### src/rtl/uart_pkg.sv
// Shared UART definitions: FSM state encoding, data width, bit-period helper.
package uart_pkg;

  localparam int DATA_W = 8;

  typedef enum logic [1:0] {
    IDLE  = 2'd0,
    START = 2'd1,
    DATA  = 2'd2,
    STOP  = 2'd3
  } rx_state_t;

  // Clocks per bit, rounded to nearest.
  function automatic int clks_per_bit(input int clk_hz, input int baud);
    return (clk_hz + baud / 2) / baud;
  endfunction

endpackage

### src/rtl/uart_rx_fifo.sv
// Synchronous first-word-fall-through FIFO with occupancy count.
module uart_rx_fifo #(
  parameter int DEPTH = 16,
  parameter int WIDTH = 8
) (
  input  logic                     clk,
  input  logic                     rst_n,
  input  logic                     i_wr_en,
  input  logic [WIDTH-1:0]         i_wr_data,
  input  logic                     i_rd_en,
  output logic [WIDTH-1:0]         o_rd_data,
  output logic                     o_full,
  output logic                     o_empty,
  output logic [$clog2(DEPTH):0]   o_count
);
  localparam int AW = $clog2(DEPTH);

  logic [WIDTH-1:0] r_mem [DEPTH];
  logic [AW-1:0]    r_wr_ptr;
  logic [AW-1:0]    r_rd_ptr;
  logic [AW:0]      r_count;
  logic             w_wr;
  logic             w_rd;

  // Full is the extra count bit; a pop frees the slot for a same-cycle push.
  assign o_full  = r_count[AW];
  assign o_empty = (r_count == '0);
  assign w_rd    = i_rd_en && !o_empty;
  assign w_wr    = i_wr_en && (!o_full || w_rd);
  assign o_count = r_count;
  // Head is forced to zero when empty so the output never shows stale data.
  assign o_rd_data = o_empty ? '0 : r_mem[r_rd_ptr];

  // Storage write; no reset needed since the head is masked when empty.
  always_ff @(posedge clk) begin
    if (w_wr) r_mem[r_wr_ptr] <= i_wr_data;
  end

  // Pointers wrap naturally on a power-of-two depth; count tracks occupancy.
  always_ff @(posedge clk or negedge rst_n) begin
    if (!rst_n) begin
      r_wr_ptr <= '0;
      r_rd_ptr <= '0;
      r_count  <= '0;
    end else begin
      if (w_wr) r_wr_ptr <= r_wr_ptr + 1'b1;
      if (w_rd) r_rd_ptr <= r_rd_ptr + 1'b1;
      case ({w_wr, w_rd})
        2'b10:   r_count <= r_count + 1'b1;
        2'b01:   r_count <= r_count - 1'b1;
        default: r_count <= r_count;
      endcase
    end
  end

endmodule

### src/rtl/uart_rx_stream.sv
// 8N1 UART receiver feeding a valid/ready byte stream through a FWFT FIFO.
module uart_rx_stream
  import uart_pkg::*;
#(
  parameter int CLK_HZ     = 100_000_000,
  parameter int BAUD       = 115200,
  parameter int FIFO_DEPTH = 16
) (
  input  logic                          clk,
  input  logic                          rst_n,
  input  logic                          rxd,
  output logic [DATA_W-1:0]             m_data,
  output logic                          m_valid,
  input  logic                          m_ready,
  output logic                          frame_err,
  output logic                          overflow,
  input  logic                          err_clr,
  output logic [$clog2(FIFO_DEPTH):0]   fifo_count
);
  localparam int CPB  = clks_per_bit(CLK_HZ, BAUD);
  localparam int HALF = CPB / 2;
  localparam int TW   = $clog2(CPB);
  // Timer counts down to zero, so load one less than the wanted interval.
  localparam logic [TW-1:0] LD_HALF = TW'(HALF - 1);
  localparam logic [TW-1:0] LD_BIT  = TW'(CPB - 1);

  logic [1:0]        r_sync;
  rx_state_t         r_state;
  logic [TW-1:0]     r_tmr;
  logic [2:0]        r_idx;
  logic [DATA_W-1:0] r_shreg;
  logic              r_brk;
  logic              w_rxs;
  logic              w_expire;
  logic              w_push;
  logic              w_ferr;
  logic              w_full;
  logic              w_empty;
  logic              w_pop;
  logic              w_ovf;

  assign w_rxs    = r_sync[1];
  assign w_expire = (r_tmr == '0);
  assign w_push   = (r_state == STOP) && !r_brk && w_expire && w_rxs;
  assign w_ferr   = (r_state == STOP) && !r_brk && w_expire && !w_rxs;
  assign m_valid  = !w_empty;
  assign w_pop    = m_valid && m_ready;
  assign w_ovf    = w_push && w_full && !w_pop;

  // Two-flop synchronizer; idles high so reset never looks like a start bit.
  always_ff @(posedge clk or negedge rst_n) begin
    if (!rst_n) r_sync <= 2'b11;
    else        r_sync <= {r_sync[0], rxd};
  end

  // Receive FSM with bit timer and LSB-first shift register.
  always_ff @(posedge clk or negedge rst_n) begin
    if (!rst_n) begin
      r_state <= IDLE;
      r_tmr   <= '0;
      r_idx   <= '0;
      r_shreg <= '0;
      r_brk   <= 1'b0;
    end else begin
      case (r_state)
        IDLE: begin
          if (!w_rxs) begin
            r_state <= START;
            r_tmr   <= LD_HALF;
          end
        end
        START: begin
          if (w_expire) begin
            r_tmr <= LD_BIT;
            if (!w_rxs) begin
              r_state <= DATA;
              r_idx   <= '0;
            end else begin
              r_state <= IDLE;
            end
          end else begin
            r_tmr <= r_tmr - 1'b1;
          end
        end
        DATA: begin
          if (w_expire) begin
            r_shreg <= {w_rxs, r_shreg[DATA_W-1:1]};
            r_tmr   <= LD_BIT;
            if (r_idx == 3'd7) r_state <= STOP;
            else               r_idx   <= r_idx + 1'b1;
          end else begin
            r_tmr <= r_tmr - 1'b1;
          end
        end
        STOP: begin
          // After a low stop bit, hold here until the line returns high.
          if (r_brk) begin
            if (w_rxs) begin
              r_brk   <= 1'b0;
              r_state <= IDLE;
              r_tmr   <= LD_BIT;
            end
          end else if (w_expire) begin
            r_tmr <= LD_BIT;
            if (w_rxs) r_state <= IDLE;
            else       r_brk   <= 1'b1;
          end else begin
            r_tmr <= r_tmr - 1'b1;
          end
        end
        default: r_state <= IDLE;
      endcase
    end
  end

  // Sticky error flags; a new error in the clear cycle keeps the flag set.
  always_ff @(posedge clk or negedge rst_n) begin
    if (!rst_n) begin
      frame_err <= 1'b0;
      overflow  <= 1'b0;
    end else begin
      if (w_ferr)       frame_err <= 1'b1;
      else if (err_clr) frame_err <= 1'b0;
      if (w_ovf)        overflow  <= 1'b1;
      else if (err_clr) overflow  <= 1'b0;
    end
  end

  uart_rx_fifo #(
    .DEPTH (FIFO_DEPTH),
    .WIDTH (DATA_W)
  ) u_fifo (
    .clk       (clk),
    .rst_n     (rst_n),
    .i_wr_en   (w_push),
    .i_wr_data (r_shreg),
    .i_rd_en   (w_pop),
    .o_rd_data (m_data),
    .o_full    (w_full),
    .o_empty   (w_empty),
    .o_count   (fifo_count)
  );

endmodule
### config.mk
export PLATFORM = sky130hd
export DESIGN_NAME = uart_rx_stream
export DESIGN_NICKNAME = d
export VERILOG_FILES = /design/src/rtl/uart_pkg.sv /design/src/rtl/uart_rx_fifo.sv /design/src/rtl/uart_rx_stream.sv
export SDC_FILE = /design/constraint.sdc
export NUM_CORES = 1
export LEC_CHECK = 0
export CORE_MARGIN = 10
export CORE_UTILIZATION = 60
export CTS_BUF_LIST = sky130_fd_sc_hd__clkbuf_4
export DETAILED_ROUTE_END_ITERATION = 10
export PLACE_DENSITY = 0.78
export SLEW_MARGIN = 20
export SYNTH_ARGS = -nofsm -noshare
export SYNTH_HDL_FRONTEND = slang
export SYNTH_SLANG_ARGS = --single-unit
### constraint.sdc
create_clock -name clk -period 3.6 [get_ports clk]
set_input_delay 0.36 -clock clk [delete_from_list [all_inputs] [get_ports clk]]
set_output_delay 0.36 -clock clk [all_outputs]
set_load 0.02 [all_outputs]
==> run metrics <==
Post-synth ARST share 24.3%; CTS clock-pin slew for the worst setup and hold paths around 0.12 ns; CTS tree built; Worst Setup SP r_tmr[0]; pin count of the biggest net entering global routing 42; Post-Layout Cell Count 642; Routability Congestion 0.917; Leakage 3.12 nW; Slew Limit Fails 0; largest cells by area after synthesis edfxtp_1 52%, dfrtp_1 13%, mux4_2 9.7%; area grow syn2layout 8.18%; n_diodes 0; Crit path required time 4.04 ns; Clk Latency, worst-skew pair about 0.56 ns; Initial DRT Pass Iterations 5; hold depth 1; number of buffers created by CTS 17; Final HPWL DP approximately 8.9 mm; initial antenna violation count 0; post-cts gate resize count 0; CP Cell Sequence inv_1 -> ha_1 -> nor4b_4 -> nand3_2 -> nor2_2 -> inv_1 -> ha_1 -> xor2_1 -> ha_1 -> o211a_1 -> o31ai_1 -> a31oi_1 -> xor2_1; clock net sink count around 170; sequential fraction of the synthesis area 65.8%; Synth top area share between 50% and 60%; worst rel slew slack between 30% and 40%; Max H-tree Level 4; Worst Hold End r_sync[0]; Power, Total ~3.1 mW; DRT antenna net count 0; Die Area between 15000 and 20000 sq um; root buffer cell clkbuf_4; most used cell, CP ha_1; commonest non-fill, non-tap cell in the layout edfxtp_1; Post-synth EDFFs about 130; Total Routing Usage GR 17.2%; R2R Path End u_fifo.o_count[4]; drt first-iter violations roughly 300; worst setup margin 0.395 ns; r2r setup slk just under 0.4 ns; outcome completed; Die Width between 100 and 150 um; hold path start rxd; Clock Skews approximately 0.022 ns; DP Cell Count 610; setup_tns 0 ns; syn nets approximately 460; Fill cells approximately 840; Die H ~130 um; RSZ-0062 raised after global routing false; Tcrit/Tclk final about 89%; Register Area approximately 4900 sq um; CP endpoint kind flip-flop; via/cell ratio about 6.0; Worst-Margin Slew roughly 0.93 ns; first-pass GRT wire length about 22 mm; vias in the first global route between 3000 and 4000; routed len/inst about 21 um; Avg Cell Area, Syn between 15 and 20 sq um; Post-Syn Area between 7000 and 8000 sq um; setup bufs post-CTS 0; CP max stage delay between 0.4 and 0.5 ns; slowest CP cell dfrtp_1; CTS max path bufs 2; I/O pins 21; Synth Instances 440; Period minus WS final between 3 and 4 ns; FP Rows 40; Setup Viol. Count Final 0; Starting Density ~61%; final hold vios 0; Worst setup SP type flip-flop; Core Area 12100 sq um; Max Cap Violations 0; DRC 0; dominant cell type by area after synthesis edfxtp_1; RR Startpoint r_tmr[0]; WS Path Type reg2reg; f_max 312 MHz; share of cells above drive strength 1 between 20% and 30%; peak supply drop 0.176 mV; yosys warns 0; Cell Pwr Density ~390 nW/um^2; multi-input logic area between 2000 and 2500 sq um; Yosys cell types 60; CP Max Fanout 8; #FFs+latches synth between 150 and 200; # port buffers 20; ys flop type edfxtp_1; # nets final between 400 and 500; grt ovf 0; Worst Hold Class in2reg; Arr. time, crit path approximately 3.7 ns; Post-Place Setup Slack approximately 0.39 ns; final WL between 10 and 15 mm; Vias about 3900; worst reg-to-reg path cell count 13; most frequent cells in the layout 128 x edfxtp_1, 38 x dfrtp_1, 32 x mux4_2
[worst max path at each step]
stage / endpoint / slack (ns) / depth (start not counted)
floorplan: u_fifo.o_count[4] / 0.67 / 14
global placement: u_fifo.o_count[4] / 0.49 / 12
detailed placement: u_fifo.o_count[4] / 0.39 / 12
CTS: m_data[7] / 0.36 / 5
global route: u_fifo.o_count[4] / 0.16 / 13
finish: u_fifo.o_count[4] / 0.39 / 13
[cells by family (layout without fill, tap and decap cells)]
group           Yosys count  after routing  share of synthesized area [%]
compound gates           63             63                           5.95
xor+xnor                 11             11                           1.30
fa+ha+maj                17             17                           2.87
buf+inv                  40             74                           2.42
mux                      61             61                           14.3
flops                   169            169                           65.8
simple gates             79             79                           7.39
[cell type report]
class	instances	area share, %
clock buffers	19	1.78
well taps	168	2.62
clock inverters	12	1.39
repair buffers	26	3.19
multi-input cells	231	29.4
flip-flops and latches	169	60.8
inverters	17	0.797
[critical path, delay by kind of cell (launching register included)]
kind / cells / cell delay [ns]
and+or+nand+nor: 3 / 0.86
adders and majority gates: 3 / 0.75
AOI/OAI and AO/OA: 3 / 0.51
DFF: 1 / 0.43
xor gates and xnor gates: 2 / 0.36
buffers and inverters: 2 / 0.20
[cell usage after synthesis (9+ instances only)]
master    number
nand2_1       12
edfxtp_1     128
inv_1         17
ha_1          17
dfrtp_1       39
mux4_2        32
clkbuf_1      10
nor2_1        10
a21oi_1        9
mux2i_1       17
o22ai_1        9
o21ai_0       10
and2_1        13
[stage by stage]
| stage | utilization (%) | instance area (sq um) | hold slack, ns |
|---|---|---|---|
| 5_1_grt | 66.4 | 8010 | 0.176 |
| 6_report | 66.4 | 8010 | 0.212 |
| 3_3_place_gp | 64.2 | 7740 | 0.345 |
| 2_1_floorplan | - | 7400 | 0.0644 |
| 3_5_place_dp | 64.2 | 7740 | 0.351 |
| 4_1_cts | 66.4 | 8010 | 0.192 |
[sequential cells by signal (all words and copies together) (netlist names), 2 cells and up, named ones only]
register and flops:
r_idx 3, r_shreg 8, r_sync 2, r_tmr 10, u_fifo.o_count 5, u_fifo.r_mem 128
u_fifo.r_rd_ptr 4, u_fifo.r_wr_ptr 4
[what timing repair did]
| action | CTS | global route |
|---|---|---|
| hold endpoints to repair | 39 | 0 |
| setup endpoints to repair | 0 | 0 |
| hold buffers | 1 | 0 |
[power by group]
| group | switching [mW] | leakage [nW] | internal, mW |
|---|---|---|---|
| logic | 0.0106 | 0.960 | 0.00455 |
| registers | 0.00179 | 2.02 | 2.07 |
| clock network | 0.596 | 0.142 | 0.410 |
| total | 0.609 | 3.12 | 2.49 |
[layer usage]
metal	up-vias	routed length, um	global-route usage, %	share of wire [%]
li1	1776	-	-	-
met1	1955	5980	22.4	44
met2	110	6600	27.7	49
met3	26	782	4.18	5.8
met4	0	201	5.95	1.5
met5	-	0	0	0
No activity file was read; power rests on OpenSTA's default activity.
